<file path="src/rtl/meas_seq_ctrl.sv">
// meas_seq_ctrl: campaign sequencer for the spi_master readout path.
// Each run pulses the measured device's reset, requests a start, waits for the
// measurement-done flag, requests a fetch and waits for both fetch acks. It
// then idles for a gap and repeats, or finishes after NUM_RUNS runs.
//
// Ports:
//   clk_i, rst_ni          clock, asynchronous active-low reset
//   go_i                   campaign request, acts on a 0->1 edge
//   abort_i                synchronous level abort, highest priority
//   done_i                 measurement done (asynchronous, 2-flop synced)
//   fetch0_i, fetch1_i     fetch acknowledges (asynchronous, 2-flop synced)
//   dut_reset_o            reset to the measured device, active-high
//   sw_start_o, sw_fetch_o start / fetch requests to spi_master
//   busy_o                 campaign in progress
//   run_cnt_o              completed runs in the current/last campaign
//   campaign_done_o        one-cycle pulse on successful completion
//   timeout_o              sticky watchdog error
//
// Build option: define MEAS_SEQ_WATCHDOG_EN to add a per-wait-state watchdog
// (TIMEOUT_CYC cycles in START or FETCH sends the FSM to ERROR). Without it
// the wait states wait forever and timeout_o is tied low.
//
// state  | meaning
// -------+---------------------------------------------------------------
// IDLE   | waiting for a go_i edge, all outputs low
// RST    | dut_reset_o high for RST_CYC cycles
// START  | sw_start_o high until synced done
// FETCH  | sw_fetch_o high until both synced fetch acks are high together
// GAP    | all requests low for GAP_CYC cycles, then next run
// FINISH | campaign_done_o pulse, back to IDLE
// ERROR  | watchdog fired: timeout_o and dut_reset_o held high

module meas_seq_ctrl #(
    parameter int unsigned NUM_RUNS    = 4,
    parameter int unsigned RST_CYC     = 8,
    parameter int unsigned GAP_CYC     = 16,
    parameter int unsigned TIMEOUT_CYC = 1024
) (
    input  logic       clk_i,
    input  logic       rst_ni,
    input  logic       go_i,
    input  logic       abort_i,
    input  logic       done_i,
    input  logic       fetch0_i,
    input  logic       fetch1_i,
    output logic       dut_reset_o,
    output logic       sw_start_o,
    output logic       sw_fetch_o,
    output logic       busy_o,
    output logic [7:0] run_cnt_o,
    output logic       campaign_done_o,
    output logic       timeout_o
);

    localparam int unsigned PH_W = 16;
    localparam logic [PH_W-1:0] RST_LOAD = PH_W'(RST_CYC - 1);
    localparam logic [PH_W-1:0] GAP_LOAD = PH_W'(GAP_CYC - 1);
    localparam logic [7:0]      RUNS_MAX = 8'(NUM_RUNS);

    typedef enum logic [2:0] {
        S_IDLE,
        S_RST,
        S_START,
        S_FETCH,
        S_GAP,
        S_FINISH,
        S_ERROR
    } state_t;

    state_t          state_q, state_d;
    logic [PH_W-1:0] ph_q, ph_d;
    logic [7:0]      cnt_d;
    logic            go_q, go_edge_q;
    logic [1:0]      done_sync_q, f0_sync_q, f1_sync_q;
    logic            done_s, acks_s;
    logic            wd_expired;

    assign done_s = done_sync_q[1];
    assign acks_s = f0_sync_q[1] & f1_sync_q[1];

    // go_q resets high so a go_i already high at reset release is not an edge.
    // Edges seen while busy are dropped so they cannot fire after FINISH.
    always_ff @(posedge clk_i or negedge rst_ni) begin
        if (!rst_ni) begin
            go_q        <= 1'b1;
            go_edge_q   <= 1'b0;
            done_sync_q <= 2'b00;
            f0_sync_q   <= 2'b00;
            f1_sync_q   <= 2'b00;
        end else begin
            go_q        <= go_i;
            go_edge_q   <= go_i & ~go_q & ~busy_o;
            done_sync_q <= {done_sync_q[0], done_i};
            f0_sync_q   <= {f0_sync_q[0], fetch0_i};
            f1_sync_q   <= {f1_sync_q[0], fetch1_i};
        end
    end

    always_comb begin
        state_d = state_q;
        ph_d    = (ph_q != '0) ? ph_q - 1'b1 : ph_q;
        cnt_d   = run_cnt_o;
        case (state_q)
            S_IDLE, S_ERROR: begin
                if (go_edge_q) begin
                    state_d = S_RST;
                    ph_d    = RST_LOAD;
                    cnt_d   = 8'd0;
                end
            end
            S_RST: begin
                if (ph_q == '0) state_d = S_START;
            end
            S_START: begin
                if (done_s)          state_d = S_START == S_START ? S_FETCH : S_START;
                else if (wd_expired) state_d = S_ERROR;
            end
            S_FETCH: begin
                if (acks_s) begin
                    if (run_cnt_o < RUNS_MAX) cnt_d = run_cnt_o + 8'd1;
                    if (cnt_d == RUNS_MAX) begin
                        state_d = S_FINISH;
                    end else begin
                        state_d = S_GAP;
                        ph_d    = GAP_LOAD;
                    end
                end else if (wd_expired) begin
                    state_d = S_ERROR;
                end
            end
            S_GAP: begin
                if (ph_q == '0) begin
                    state_d = S_RST;
                    ph_d    = RST_LOAD;
                end
            end
            S_FINISH: state_d = S_IDLE;
            default:  state_d = S_IDLE;
        endcase
        if (abort_i) begin
            state_d = S_IDLE;
            cnt_d   = run_cnt_o;
        end
    end

    // Outputs are decoded from the next state and registered with it.
    always_ff @(posedge clk_i or negedge rst_ni) begin
        if (!rst_ni) begin
            state_q         <= S_IDLE;
            ph_q            <= '0;
            run_cnt_o       <= 8'd0;
            dut_reset_o     <= 1'b0;
            sw_start_o      <= 1'b0;
            sw_fetch_o      <= 1'b0;
            busy_o          <= 1'b0;
            campaign_done_o <= 1'b0;
        end else begin
            state_q         <= state_d;
            ph_q            <= ph_d;
            run_cnt_o       <= cnt_d;
            dut_reset_o     <= (state_d == S_RST) || (state_d == S_ERROR);
            sw_start_o      <= (state_d == S_START);
            sw_fetch_o      <= (state_d == S_FETCH);
            busy_o          <= (state_d != S_IDLE) && (state_d != S_ERROR);
            campaign_done_o <= (state_d == S_FINISH);
        end
    end

`ifdef MEAS_SEQ_WATCHDOG_EN
    localparam int unsigned     WD_W    = $clog2(TIMEOUT_CYC);
    localparam logic [WD_W-1:0] WD_LOAD = WD_W'(TIMEOUT_CYC - 1);

    logic [WD_W-1:0] wd_q;
    logic            wd_load, timeout_d;

    assign wd_expired = (wd_q == '0);

    always_comb begin
        wd_load   = (state_d != state_q) &&
                    ((state_d == S_START) || (state_d == S_FETCH));
        timeout_d = timeout_o;
        if ((state_d == S_ERROR) && (state_q != S_ERROR))
            timeout_d = 1'b1;
        else if ((state_d == S_RST) && ((state_q == S_IDLE) || (state_q == S_ERROR)))
            timeout_d = 1'b0;
    end

    always_ff @(posedge clk_i or negedge rst_ni) begin
        if (!rst_ni) begin
            wd_q      <= '0;
            timeout_o <= 1'b0;
        end else begin
            if (wd_load)          wd_q <= WD_LOAD;
            else if (!wd_expired) wd_q <= wd_q - 1'b1;
            timeout_o <= timeout_d;
        end
    end
`else
    assign wd_expired = 1'b0;
    assign timeout_o  = 1'b0;
`endif

endmodule

</file>
<file path="config.mk">
export PLATFORM = sky130hd
export DESIGN_NAME = meas_seq_ctrl
export DESIGN_NICKNAME = d
export VERILOG_FILES = /design/src/rtl/meas_seq_ctrl.sv
export SDC_FILE = /design/constraint.sdc
export NUM_CORES = 1
export LEC_CHECK = 0
export ABC_CLOCK_PERIOD_IN_PS = 6600
export BUFFER_PORTS_ARGS = -buffer_cell sky130_fd_sc_hd__buf_2
export CAP_MARGIN = 20
export CORE_UTILIZATION = 60
export DETAILED_ROUTE_END_ITERATION = 10
export GPL_ROUTABILITY_DRIVEN = 0
export GPL_TIMING_DRIVEN = 1
export PLACE_DENSITY = 0.81
export SYNTH_ARGS = -nofsm -noshare
export SYNTH_HDL_FRONTEND = slang
export SYNTH_SLANG_ARGS = --single-unit
</file>
<file path="constraint.sdc">
create_clock -name clk_i -period 6.6 [get_ports clk_i]
set_input_delay 0.99 -clock clk_i [delete_from_list [all_inputs] [get_ports clk_i]]
set_output_delay 0.99 -clock clk_i [all_outputs]
set_load 0.005 [all_outputs]
</file>
==> metrics.yaml <==
viasPerCell: 5.85
intPower_uw: 439
die_height_microns: 59.8
slew_violations: 0
drtIter0Drc: 76
fmax_mhz: 353
seqPwrFrac_pct: 49.7
fin_util_pct: 69.6
final_cells: 260
antenna_left: 0
clk_pin_slew_ns: 0.12
die_w_microns: 59.8
tightest_slew_ns: 0.845
synth_area_per_cell_sq_um: 10.1
synth_simple_gate_area_share_pct: 24.7
core_sq_um: 3100
portBuffers: 19
postLayoutCellArea_sq_um: 2160
synth_top_family_by_area: "simple AND/OR/NAND/NOR gates"
synth_fa_ha_area_share_pct: 1.87
worstSetupPathType: "reg -> reg"
synth_xor_area_share_pct: 4.37
netlist_instances: 199
crit_family: "simple AND/OR/NAND/NOR gates"
synth_warnings: 0
numClockSinks: 40
yosys.area.top_type_share_pct: 48.7
crit_fanout: 17
synth_compound_gate_area_share_pct: 13.8
final_nets: 225
path_cells: "inv_1 > ha_1 > nor3b_1 > nand4_2 > o211a_1 > o21ai_1 > nor2_1"
required_ns: 6.82
critical_path_buf_inv_count: 1
ys.flop_type: "dfrtp_1"
synth-seq-cells: 40
synth_commonest_cells: "dfrtp_1 (39), nor2_1 (24), nand2_1 (14), nand3_1 (11), xor2_1 (10)"
max_slew_margin_pct: 43.7
wl_microns: 3640
clock_path_buffers: 2
grt_first_pass_wirelength_microns: 6000
synthMuxAreaShare_pct: 1.25
root_buffer: "clkbuf_4"
switchingPower_uw: 274
min_path_type: "reg -> reg"
setup_viol: 0
dpl_cell_area_sq_um: 2100
cts_setup_buffers: 0
wl_per_cell_microns: 14.0
grt_usage_pct: 23.0
power.density_nw_per_um2: 330
antennaDiodeCount: 0
cts_tree: "done"
hold_buffers: 0
power_leakage_nw: 1.02
dieArea_sq_um: 3570
synth_top_cell_by_area: "dfrtp_1"
async_flop_share_pct: 100
vias: 1521
grt_pass1_vias: 1373
cap_violations: 0
hold_viol: 0
fin_crit_sh_pct: 43.0
critPathMaxStageDelay_ns: 0.62
synth_area_leaders: "dfrtp_1 (49%), nor2_1 (4.5%), xor2_1 (4.4%)"
finalClockSkew_ns: 0.0183
period_minus_slack_ns: 2.84
ir_drop_v: 0.000178
rows: 20
post_cts_resized: 0
drt_pass1_iterations: 4
cp_slowest_cell: "o21ai_1"
setup_tns_ns: 0
synthesis.nets: 209
p_sw_share_pct: 38.4
clkPwrFrac_pct: 16.8
crit_path_end_kind: "register"
p_total_uw: 714
final_layout_size_suffix_gt1_share_pct: 18.1
htreeDepth: 2
place_hpwl_microns: 2600
rsz0062_at_grt: "no"
grt_max_degree: 41
area_growth_pct: 7.87
dp_cells: 252
start_kind: "register"
netlist_area_sq_um: 2000
arrival_ns: 3.05
start_util_pct: 64.6
insertion_delay_ns: 0.35
antenna_found_initial: 0
synth_cell_types: 54
synth-edff-count: 0
cts-buffers-inserted: 5
drc: 0
pwr-share-comb_pct: 33.6
ios: 21
status: "finished, final reports clean"
synth_seq_area_share_pct: 50.0
gr-total-overflow: 0
synth.most_common_cell: "dfrtp_1"
[kinds of logic (layout without fill, tap and decap cells)]
group,Yosys count,in the layout
fa+ha+maj,3,3
other cells,1,1
simple gates,89,89
compound gates,37,37
flops,40,40
xor+xnor,10,10
mux,2,2
buf+inv,17,34
[stage by stage]
step	setup WS [ns]	hold slack, ns
floorplan	4.38	0.331
detailed placement	3.76	0.341
global route	3.50	0.379
CTS	3.77	0.369
global placement	3.92	0.333
finish	3.76	0.365
[worst paths after layout]
check	from	endpoint	slack [ns]	cells past startpoint
max reg2reg	ph_q[0]$_DFF_PN0_	ph_q[10]$_DFF_PN0_	3.76	7
min reg2reg	f1_sync_q[0]$_DFF_PN0_	f1_sync_q[1]$_DFF_PN0_	0.36	0
max	ph_q[0]$_DFF_PN0_	ph_q[10]$_DFF_PN0_	3.76	7
min in group asynchronous	rst_ni	run_cnt_o[6]$_DFFE_PN0P_	0.73	1
min	f1_sync_q[0]$_DFF_PN0_	f1_sync_q[1]$_DFF_PN0_	0.36	0
max in group asynchronous	rst_ni	ph_q[2]$_DFF_PN0_	5.32	1
[cell type report]
cell class / instances / area (sq um)
Tap cell: 44 / 55.1
Multi-Input combinational cell: 142 / 926
Fill cell: 261 / 942
Timing Repair Buffer: 19 / 95.1
Sequential cell: 40 / 1000
Clock buffer: 5 / 37.5
Inverter: 7 / 26.3
Clock inverter: 3 / 18.8
[placed cells by master, fill, tap and decap left out, types with 3 or more instances in the layout]
cell / instances
ha_1: 3
and2_1: 5
o21a_1: 3
clkbuf_4: 5
nand3_1: 11
or3_1: 3
buf_2: 19
nor2_1: 24
nor3_1: 7
o41ai_1: 3
nand2_1: 14
xor2_1: 10
a31oi_1: 3
nor4_1: 4
a21oi_1: 8
inv_1: 6
nand2b_1: 3
dfrtp_1: 39
[layer usage]
metal / vias up / part of all wire (%) / global-route usage (%)
met5: - / 0 / 0
met4: 0 / 2.0 / 11.0
met3: 7 / 3.5 / 4.55
met2: 28 / 49 / 36.8
met1: 740 / 46 / 30.1
li1: 746 / - / -
[state kept, by name, summed over array words and instances, names as in the netlist, 2 cells and up]
signal       flops
state_q          3
ph_q            16
run_cnt_o        8
f0_sync_q        2
f1_sync_q        2
done_sync_q      2
[power by group through the flow]
stage	Clock (mW)	Sequential, mW	Combinational (mW)
after detailed placement	0	0.358	0.240
after global placement	0	0.353	0.234
final	0.120	0.354	0.240
after global routing	0.134	0.359	0.272
after floorplan	0	0.339	0.203
after CTS	0.123	0.353	0.241
No activity file was read; power rests on OpenSTA's default activity.
